[src/rtl/step_scheduler.sv]
// Step sequencer transport/pattern controller: restarts the BPM counter,
// walks a programmable-length step index on each Tick and fires fixed-length
// per-track gate pulses from a register-held pattern.
// Ports:
//   Clock/Reset           : clock, synchronous active-high reset
//   Play/Stop             : one-cycle transport pulses (Stop wins over Play)
//   Tick                  : beat pulse from the BPM counter
//   Length                : active steps (0 or > NUM_STEPS selects NUM_STEPS)
//   WrEn/WrTrack/WrStep/WrData : pattern bit write port
//   BpmStart_n            : active-low one-cycle restart pulse to the BPM counter
//   StepIdx/Gate/Running  : current step, per-track gates, transport active
module step_scheduler #(
  parameter int NUM_TRACKS  = 4,
  parameter int NUM_STEPS   = 16,
  parameter int GATE_CYCLES = 5_000_000,
  localparam int SW = (NUM_STEPS > 1) ? $clog2(NUM_STEPS) : 1,
  localparam int TW = (NUM_TRACKS > 1) ? $clog2(NUM_TRACKS) : 1,
  localparam int CW = (GATE_CYCLES > 1) ? $clog2(GATE_CYCLES) : 1
) (
  input  logic                  Clock,
  input  logic                  Reset,
  input  logic                  Play,
  input  logic                  Stop,
  input  logic                  Tick,
  input  logic [SW:0]           Length,
  input  logic                  WrEn,
  input  logic [TW-1:0]         WrTrack,
  input  logic [SW-1:0]         WrStep,
  input  logic                  WrData,
  output logic                  BpmStart_n,
  output logic [SW-1:0]         StepIdx,
  output logic [NUM_TRACKS-1:0] Gate,
  output logic                  Running
);

  typedef enum logic [1:0] {
    IDLE,
    ARM,
    RUN
  } state_t;

  state_t                  state_q, state_d;
  logic [SW-1:0]           step_q, step_d;
  logic [NUM_TRACKS-1:0]   gate_q, fire_bits;
  logic [CW-1:0]           cnt_q;
  logic                    bpm_n_q, running_q;
  logic                    fire, clear, restart;
  logic [SW:0]             len_eff;
  logic                    last;
  logic                    wr_ok;
  logic [NUM_STEPS-1:0]    pat [NUM_TRACKS];

  assign len_eff = (Length == '0 || Length > (SW+1)'(NUM_STEPS))
                 ? (SW+1)'(NUM_STEPS) : Length;
  // Also true when Length shrank below the current index: wrap next Tick.
  assign last = {1'b0, step_q} >= (len_eff - (SW+1)'(1));

  assign wr_ok = WrEn
              && (32'(WrTrack) < 32'(NUM_TRACKS))
              && (32'(WrStep) < 32'(NUM_STEPS));

  always_ff @(posedge Clock) begin
    if (Reset) state_q <= IDLE;
    else       state_q <= state_d;
  end

  always_comb begin
    state_d = state_q;
    step_d  = step_q;
    fire    = 1'b0;
    clear   = 1'b0;
    restart = 1'b0;
    unique case (state_q)
      IDLE: begin
        clear  = 1'b1;
        step_d = '0;
        if (!Stop && Play) begin
          state_d = ARM;
          restart = 1'b1;
        end
      end
      ARM: begin
        if (Stop) begin
          state_d = IDLE;
          clear   = 1'b1;
          step_d  = '0;
        end else if (Play) begin
          restart = 1'b1;
          clear   = 1'b1;
          step_d  = '0;
        end else if (Tick) begin
          state_d = RUN;
          step_d  = '0;
          fire    = 1'b1;
        end
      end
      RUN: begin
        if (Stop) begin
          state_d = IDLE;
          clear   = 1'b1;
          step_d  = '0;
        end else if (Play) begin
          state_d = ARM;
          restart = 1'b1;
          clear   = 1'b1;
          step_d  = '0;
        end else if (Tick) begin
          step_d = last ? '0 : step_q + SW'(1);
          fire   = 1'b1;
        end
      end
      default: begin
        state_d = IDLE;
        clear   = 1'b1;
        step_d  = '0;
      end
    endcase
  end

  // Reads the pattern as it stands this cycle, so a same-cycle write
  // to the fired step only shows on the next visit.
  always_comb begin
    fire_bits = '0;
    for (int t = 0; t < NUM_TRACKS; t++)
      fire_bits[t] = pat[t][step_d];
  end

  always_ff @(posedge Clock) begin
    if (Reset) begin
      step_q    <= '0;
      gate_q    <= '0;
      cnt_q     <= '0;
      bpm_n_q   <= 1'b1;
      running_q <= 1'b0;
      for (int t = 0; t < NUM_TRACKS; t++)
        pat[t] <= '0;
    end else begin
      step_q    <= step_d;
      bpm_n_q   <= ~restart;
      running_q <= (state_d != IDLE);
      if (clear) begin
        gate_q <= '0;
        cnt_q  <= '0;
      end else if (fire) begin
        gate_q <= fire_bits;
        cnt_q  <= CW'(GATE_CYCLES - 1);
      end else if (cnt_q != '0) begin
        cnt_q <= cnt_q - CW'(1);
      end else begin
        gate_q <= '0;
      end
      if (wr_ok)
        pat[WrTrack][WrStep] <= WrData;
    end
  end

  assign BpmStart_n = bpm_n_q;
  assign StepIdx    = step_q;
  assign Gate       = gate_q;
  assign Running    = running_q;

endmodule

[config.mk]
export PLATFORM = sky130hd
export DESIGN_NAME = step_scheduler
export DESIGN_NICKNAME = d
export VERILOG_FILES = /design/src/rtl/step_scheduler.sv
export SDC_FILE = /design/constraint.sdc
export NUM_CORES = 1
export LEC_CHECK = 0
export BUFFER_PORTS_ARGS = -buffer_cell sky130_fd_sc_hd__clkbuf_2
export CAP_MARGIN = 0
export CORE_ASPECT_RATIO = 2
export CORE_MARGIN = 2
export CORE_UTILIZATION = 50
export DETAILED_ROUTE_END_ITERATION = 8
export PLACE_DENSITY = 0.69
export SYNTH_ARGS = -nofsm -noshare
export SYNTH_HDL_FRONTEND = slang
export SYNTH_SLANG_ARGS = --single-unit
[constraint.sdc]
create_clock -name Clock -period 6.26 [get_ports Clock]
set_clock_uncertainty 0.2 [all_clocks]
set_input_delay 0.939 -clock Clock [delete_from_list [all_inputs] [get_ports Clock]]
set_output_delay 0.939 -clock Clock [all_outputs]
set_load 0.03 [all_outputs]
==> run metrics, run 1 <==
outcome completed; leading cell types in the layout, fill and taps excluded nor2_1 (89), edfxtp_1 (64), o21bai_1 (49), dfxtp_1 (35), a21oi_1 (35); H-tree levels 3; Slowest cell on crit path mux4_1; MaxCap Viol Count 0; residual DRC count 0; Post-Synth Adder-Cell Area 2.90%; Post-CTS Hold Fix Bufs 0; Top delay family on crit path compound AO/OA/AOI/OAI gates; worst slack at placement 1.00 ns; wire length per cell 18.3 um; Initial Util 51.3%; peak supply drop 158 uV; fin. max-slew vios 0; worst setup path class in2reg; final period utilization 78.0%; Synth Area in Compound Gates 16.9%; total number of vias 3838; n_diodes 0; Reg clk slew, reported paths 0.06 ns; flops & latches, synth 99; Fmax 205 MHz; Worst Max-Slew Pin Slew 0.878 ns; minimum clock period 4.88 ns; Util after Layout 56.7%; max incr delay on CP 0.59 ns; Post-Synthesis Cells 495; PostCTS Resize Cnt 0; dominant synthesized flop cell edfxtp_1; maximum fanout along the worst path 26; Yosys top cell area share 37.1%; mux cell area share after synthesis ~7.2%; vias per cell about 6; warnings from Yosys 0; worst setup path start Length[0]; Critical Path End Type register; Mean Syn Cell Area 10.5 sq um; clock sinks 99; core area 10100 sq um; initial antenna violation count 0; crit path DAT 4.90 ns; Post-synth EDFFs 64; post-route insts no fill 651; DP HPWL 8.46 mm; Post-Synth XOR/XNOR Area 2.71%; share of cells above drive strength 1 a little over an eighth; die area 11200 sq um; Post-synth ARST share 0%; global-route wire length before repair around 20 mm; latest clock arrival within the worst-skew pair roughly 0.35 ns; Pwr Total 1.40 mW; most common cell after layout, fill and taps aside nor2_1; DP Cell Count 637; GP Congestion 0.771; reg2reg start StepIdx[0]; area grow syn2layout 10.4%; Worst slew margin 41.2%; worst path cell trace clkbuf_2 -> or4_1 -> ha_1 -> nand2b_1 -> ha_1 -> ha_1 -> a2111oi_2 -> nor3_2 -> a2111oi_4 -> buf_4 -> mux4_1 -> a211oi_1 -> o211ai_1; Max Buffers Root-to-Sink 2; vias in the first global route between 3k and 4k; Post-CTS Setup Bufs 0; syn nets 525; GRT Util Overall 22.7%; largest net degree at the start of global routing between 50 and 60; Mapped Area 5180 sq um; Seq/Total Area, Yosys 50.7%; Buf/Inv on CP 2; Leak Pwr between 1.5 and 2 nW; row count 52; CTS buffer count 9; Die Y roughly 150 um; I/O pin count 28; HP Class reg2reg; Post-Synth Simple-Gate Area 16.7%; drt first pass iters 4; Final ANT Viol Nets 0; final hold viol count 0; CP most frequent cell ha_1; main combinational cell family by area after synthesis compound AO/OA/AOI/OAI gates; DIE WIDTH 75.9 um; GRT Residual Overflow 0; initial drt markers 202; PnR worst setup slack around 1.4 ns; CTS Root Cell clkbuf_16; Buffers on Ports 27; Synth area leaders edfxtp_1 (37%), dfxtp_1 (14%), o21bai_1 (7.1%); setup TNS 0 ns; hold path start cnt_q[17]; worst path required time roughly 6.3 ns; endpoints failing setup 0; PD cells 245 nW/um^2; CP Launch Type primary input; distinct cell type count after synthesis 52; TritonCTS clock tree done; # nets final approximately 540; RSZ-0062 raised after global routing no; DRT Wirelength 11.9 mm; top cell type by total area after synthesis edfxtp_1
-- synth_stat cells, drive strengths merged (3+ instances only) --
master	instances
and3	4
nand3b	4
o21bai	49
nand2	18
buf	3
or3b	3
inv	9
nand2b	9
nor2b	9
nor2	89
mux2i	10
o31ai	3
nor4	5
and3b	3
or4	3
xor2	5
nand3	6
clkbuf	25
ha	12
a21oi	35
or3	6
nor3b	3
o21ai	10
a211oi	3
nor3	11
a31oi	7
xnor2	11
dfxtp	35
edfxtp	64
mux4	7
mux2	9
-- cells by family after synthesis --
| kind of cell | count (synthesis) |
|---|---|
| simple gates | 179 |
| mux | 26 |
| xor+xnor | 16 |
| buf+inv | 37 |
| fa+ha+maj | 12 |
| compound gates | 126 |
| flops | 99 |
-- worst register-to-register path: cells and delay by family, from the launching register on --
kind	cells	cell delay [ns]
buf+inv	2	0.45
fa+ha+maj	1	0.29
simple gates	2	0.29
mux	1	0.60
compound gates	4	1.15
flops	1	0.42
-- registers in the layout, indices dropped and copies added, names as in the netlist --
name / cells
pat: 64
cnt_q: 23
Gate: 4
StepIdx: 4
state_q: 2
BpmStart_n: 1
Running: 1
-- cell type report --
class,count,area (sq um)
fill,887,4370
sequential,99,2620
multi-input combinational,359,2400
clock buffer,9,225
timing repair buffer,35,195
tap,135,169
clock inverter,5,65.1
inverter,9,33.8
-- final timing paths --
kind | depth (start not counted) | endpoint | slack (ns)
max | 13 | Gate[2] | 1.38
min | 2 | cnt_q[17] | 0.27
max reg2reg | 10 | Gate[2] | 2.72
min reg2reg | 2 | cnt_q[17] | 0.27
-- layer usage --
metal	vias to the layer above	track usage (%)	share of wire, %
li1	1847	-	-
met1	1878	23.8	36
met2	82	42.2	55
met3	31	4.09	3.4
met4	0	12.6	5.0
met5	-	0	0
-- where the power goes --
part | internal (mW) | total, mW | switching [mW] | leakage, nW
logic | 0.0422 | 0.111 | 0.0686 | 0.968
clock network | 0.309 | 0.555 | 0.247 | 0.136
registers | 0.724 | 0.734 | 0.00927 | 0.889
total | 1.08 | 1.40 | 0.324 | 1.99
-- stage by stage --
| step | cell area [sq um] | hold WS (ns) |
|---|---|---|
| 6_report | 5710 | 0.271 |
| 5_1_grt | 5710 | 0.291 |
| 4_1_cts | 5710 | 0.266 |
| 3_5_place_dp | 5420 | 0.257 |
| 3_3_place_gp | 5420 | 0.243 |
| 2_1_floorplan | 5180 | 0.236 |
Note: power is estimated with default switching activity, not from simulation.
==> run 2: changes to the inputs <==
--- a/config.mk
+++ b/config.mk
@@ -5,13 +5,14 @@
 export SDC_FILE = /design/constraint.sdc
 export NUM_CORES = 1
 export LEC_CHECK = 0
+export ABC_AREA = 1
 export BUFFER_PORTS_ARGS = -buffer_cell sky130_fd_sc_hd__clkbuf_2
 export CAP_MARGIN = 0
 export CORE_ASPECT_RATIO = 2
 export CORE_MARGIN = 2
 export CORE_UTILIZATION = 50
 export DETAILED_ROUTE_END_ITERATION = 8
-export PLACE_DENSITY = 0.69
+export PLACE_DENSITY = 0.72
 export SYNTH_ARGS = -nofsm -noshare
 export SYNTH_HDL_FRONTEND = slang
 export SYNTH_SLANG_ARGS = --single-unit
==> constraint.sdc (replaced) <==
create_clock -name Clock -period 4.2 [get_ports Clock]
set_clock_uncertainty 0.2 [all_clocks]
set_input_delay 0.63 -clock Clock [delete_from_list [all_inputs] [get_ports Clock]]
set_output_delay 0.63 -clock Clock [all_outputs]
set_load 0.03 [all_outputs]
==> run 2 against run 1 <==
  * Non-clock buffer count up 2
  * Die area up 6.0%
  * Critical path depth up 10
  * Global-route usage up 1.1 points
  * Clock-buffer cell count up 3
  * Synthesized area up 6.3%
  * Clock power up 59%
  * Critical path type unchanged
  * Largest power group unchanged
  * Highest routed layer unchanged
==> run metrics, run 2 <==
outcome completed; count leader, synth nand2_1; worst path cell trace clkbuf_2 -> or3_1 -> or2_2 -> ha_1 -> inv_2 -> nand2_1 -> ha_1 -> xor2_1 -> ha_1 -> nand2_1 -> nand2_1 -> nand2_1 -> nand2_1 -> nand2_1 -> nand2_1 -> nand2_1 -> nand2_2 -> nand3_1 -> nand3_1 -> nand3_1 -> nand2_1 -> nand2_1 -> a21oi_1; Leak Pwr 2.51 nW; residual DRC count 0; GRT Residual Overflow 0; minimum clock period around 3.8 ns; Reg clk slew, reported paths roughly 0.06 ns; syn nets 736; wire length per cell 15.7 um; largest net degree at the start of global routing 69; routed wl met2 between 7 and 8 mm; HP Class reg2reg; H-tree levels 3; PostCTS Resize Cnt 0; worst setup path class in2reg; peak supply drop 262 uV; sequential share of power 50.9%; initial drt markers between 200 and 300; Met1 Wirelength between 4 and 5 mm; worst setup path end Gate[2]; total number of vias 4787; Buf/Inv on CP 2; area grow syn2layout 10.9%; die area between 10000 and 15000 sq um; reg2reg setup slack 1.57 ns; DIE WIDTH 78.2 um; leading cell types in the layout, fill and taps excluded nand2_1 (206), nor2_1 (91), nand3_1 (89), edfxtp_1 (64), inv_1 (53); Buffers on Ports 27; most common cell after layout, fill and taps aside nand2_1; initial antenna violation count 0; DP HPWL 10.2 mm; DRT Wirelength between 10 and 15 mm; Post-Synthesis Cells 706; latest clock arrival within the worst-skew pair approximately 0.35 ns; Worst slew margin 21.1%; Sw Share 23.6%; Largest Register pat; Yosys top cell area share approximately a third; combinational fraction of design power 8.3%; CTS buffer count 9; TritonCTS clock tree done; Util after Layout 56.4%; Finished Cell Area slightly above 6000 sq um; Crit path depth 23; final period utilization 91.1%; metal3 WL between 500 and 600 um; Mean Syn Cell Area 7.79 sq um; GP Congestion 0.919; # nets final 755; Slowest cell on crit path or3_1; core area 10800 sq um; FF-to-FF End Gate[2]; flops & latches, synth 99; endpoints failing setup 0; PD cells 353 nW/um^2; post-route insts no fill 870; Fmax ~260 MHz; fin. max-slew vios 0; biggest regs pat x64, cnt_q x23; max incr delay on CP 0.37 ns; row count 54; Post-CTS Setup Bufs 0; Post-CTS Hold Fix Bufs 0; I/O pin count 28; worst slack at placement 0.0386 ns; Worst Max-Slew Pin Slew between 1 and 1.5 ns; worst path required time 4.27 ns; R2R depth 21; dominant synthesized flop cell edfxtp_1; top routing layer used met4; Pwr Total about 2.2 mW; worst setup path start Length[0]; n_diodes 0; Power Internal about 1.6 mW; final hold viol count 0; Max Buffers Root-to-Sink 2; Post-synth EDFFs 64; drt first pass iters 5; clock sinks 99; placed instance area 5780 sq um; NetSw 0.508 mW; GRT Util Overall 23.8%; Clk pwr share approximately two fifths; top cell type by total area after synthesis edfxtp_1; Top delay family on crit path simple AND/OR/NAND/NOR gates; vias per cell 5.50; CP Launch Type primary input; Die Y approximately 150 um; Initial Util 50.9%; global-route wire length before repair 22.1 mm; CP most frequent cell nand2_1; Synth area leaders edfxtp_1 (35%), nand2_1 (14%), dfxtp_1 (13%); vias in the first global route approximately 4.8k; warnings from Yosys 0; crit path DAT 3.89 ns; PnR worst setup slack around 0.37 ns; DP Cell Count 854; Critical Path End Type register; Final ANT Viol Nets 0; max reg flops 64; Post-synth ARST share 0%; reg2reg start StepIdx[0]; RSZ-0062 raised after global routing no; Mapped Area 5500 sq um; distinct cell type count after synthesis 44; maximum fanout along the worst path 18; Post-synth top cells nand2_1 (206), nor2_1 (91), nand3_1 (89), edfxtp_1 (64), inv_1 (53); CTS Root Cell clkbuf_16; share of cells above drive strength 1 between 10% and 20%; MaxCap Viol Count 0; Seq/Total Area, Yosys approximately 48%; setup TNS 0 ns; Hold WS 0.273 ns
run 2: changes by cell type in the layout (fill, tap and decap cells not counted), sizes merged, moves of 10 or more:
cell,previous run,this run
nor2,89,99
inv,10,60
mux2i,10,0
nand3,6,91
o21bai,49,1
nand2,18,212
run 2: power by group through the flow:
stage	combinational (mW)	clock, mW	sequential, mW
3_5_place_dp	0.176	0	1.12
3_3_place_gp	0.167	0	1.12
4_1_cts	0.177	0.887	1.10
5_1_grt	0.198	0.924	1.10
2_1_floorplan	0.123	0	1.11
6_report	0.178	0.881	1.10
run 2: worst min-delay path by stage:
stage	startpoint	cells after the start	endpoint
finish	Gate[1]	2	Gate[1]
global route	Gate[2]	2	Gate[2]
CTS	Gate[0]	2	Gate[0]
detailed placement	Gate[0]	2	Gate[0]
global placement	cnt_q[22]	2	cnt_q[22]
floorplan	cnt_q[22]	2	cnt_q[22]
run 2: final cells by class:
class / count / area [sq um]
well taps: 140 / 175
clock inverters: 4 / 55.1
fillers: 996 / 4710
repair buffers: 37 / 235
flip-flops and latches: 99 / 2620
inverters: 61 / 229
multi-input cells: 517 / 2520
clock buffers: 12 / 267
run 2: worst min-delay path, stage by stage (launching register included):
cell and delay (ns):
dfxtp_1 0.31, nand2_1 0.06, a21oi_1 0.05
run 2: metal layers:
layer  up-vias  global-route usage (%)
met1      2218                    23.0
met5         -                       0
li1       2365                       -
met3        50                    4.09
met2       154                    44.9
met4         0                    14.8
run 2: logic make-up (layout without fill, tap and decap cells):
group	count (synthesis)	in the layout	share of synthesized area (%)
AO/OA/AOI/OAI	57	57	5.94
XOR/XNOR	11	11	1.75
flip-flops	99	99	47.7
adder cells (fa/ha/maj)	12	12	2.73
AND/OR/NAND/NOR	437	437	35.4
buffers and inverters	90	114	6.55
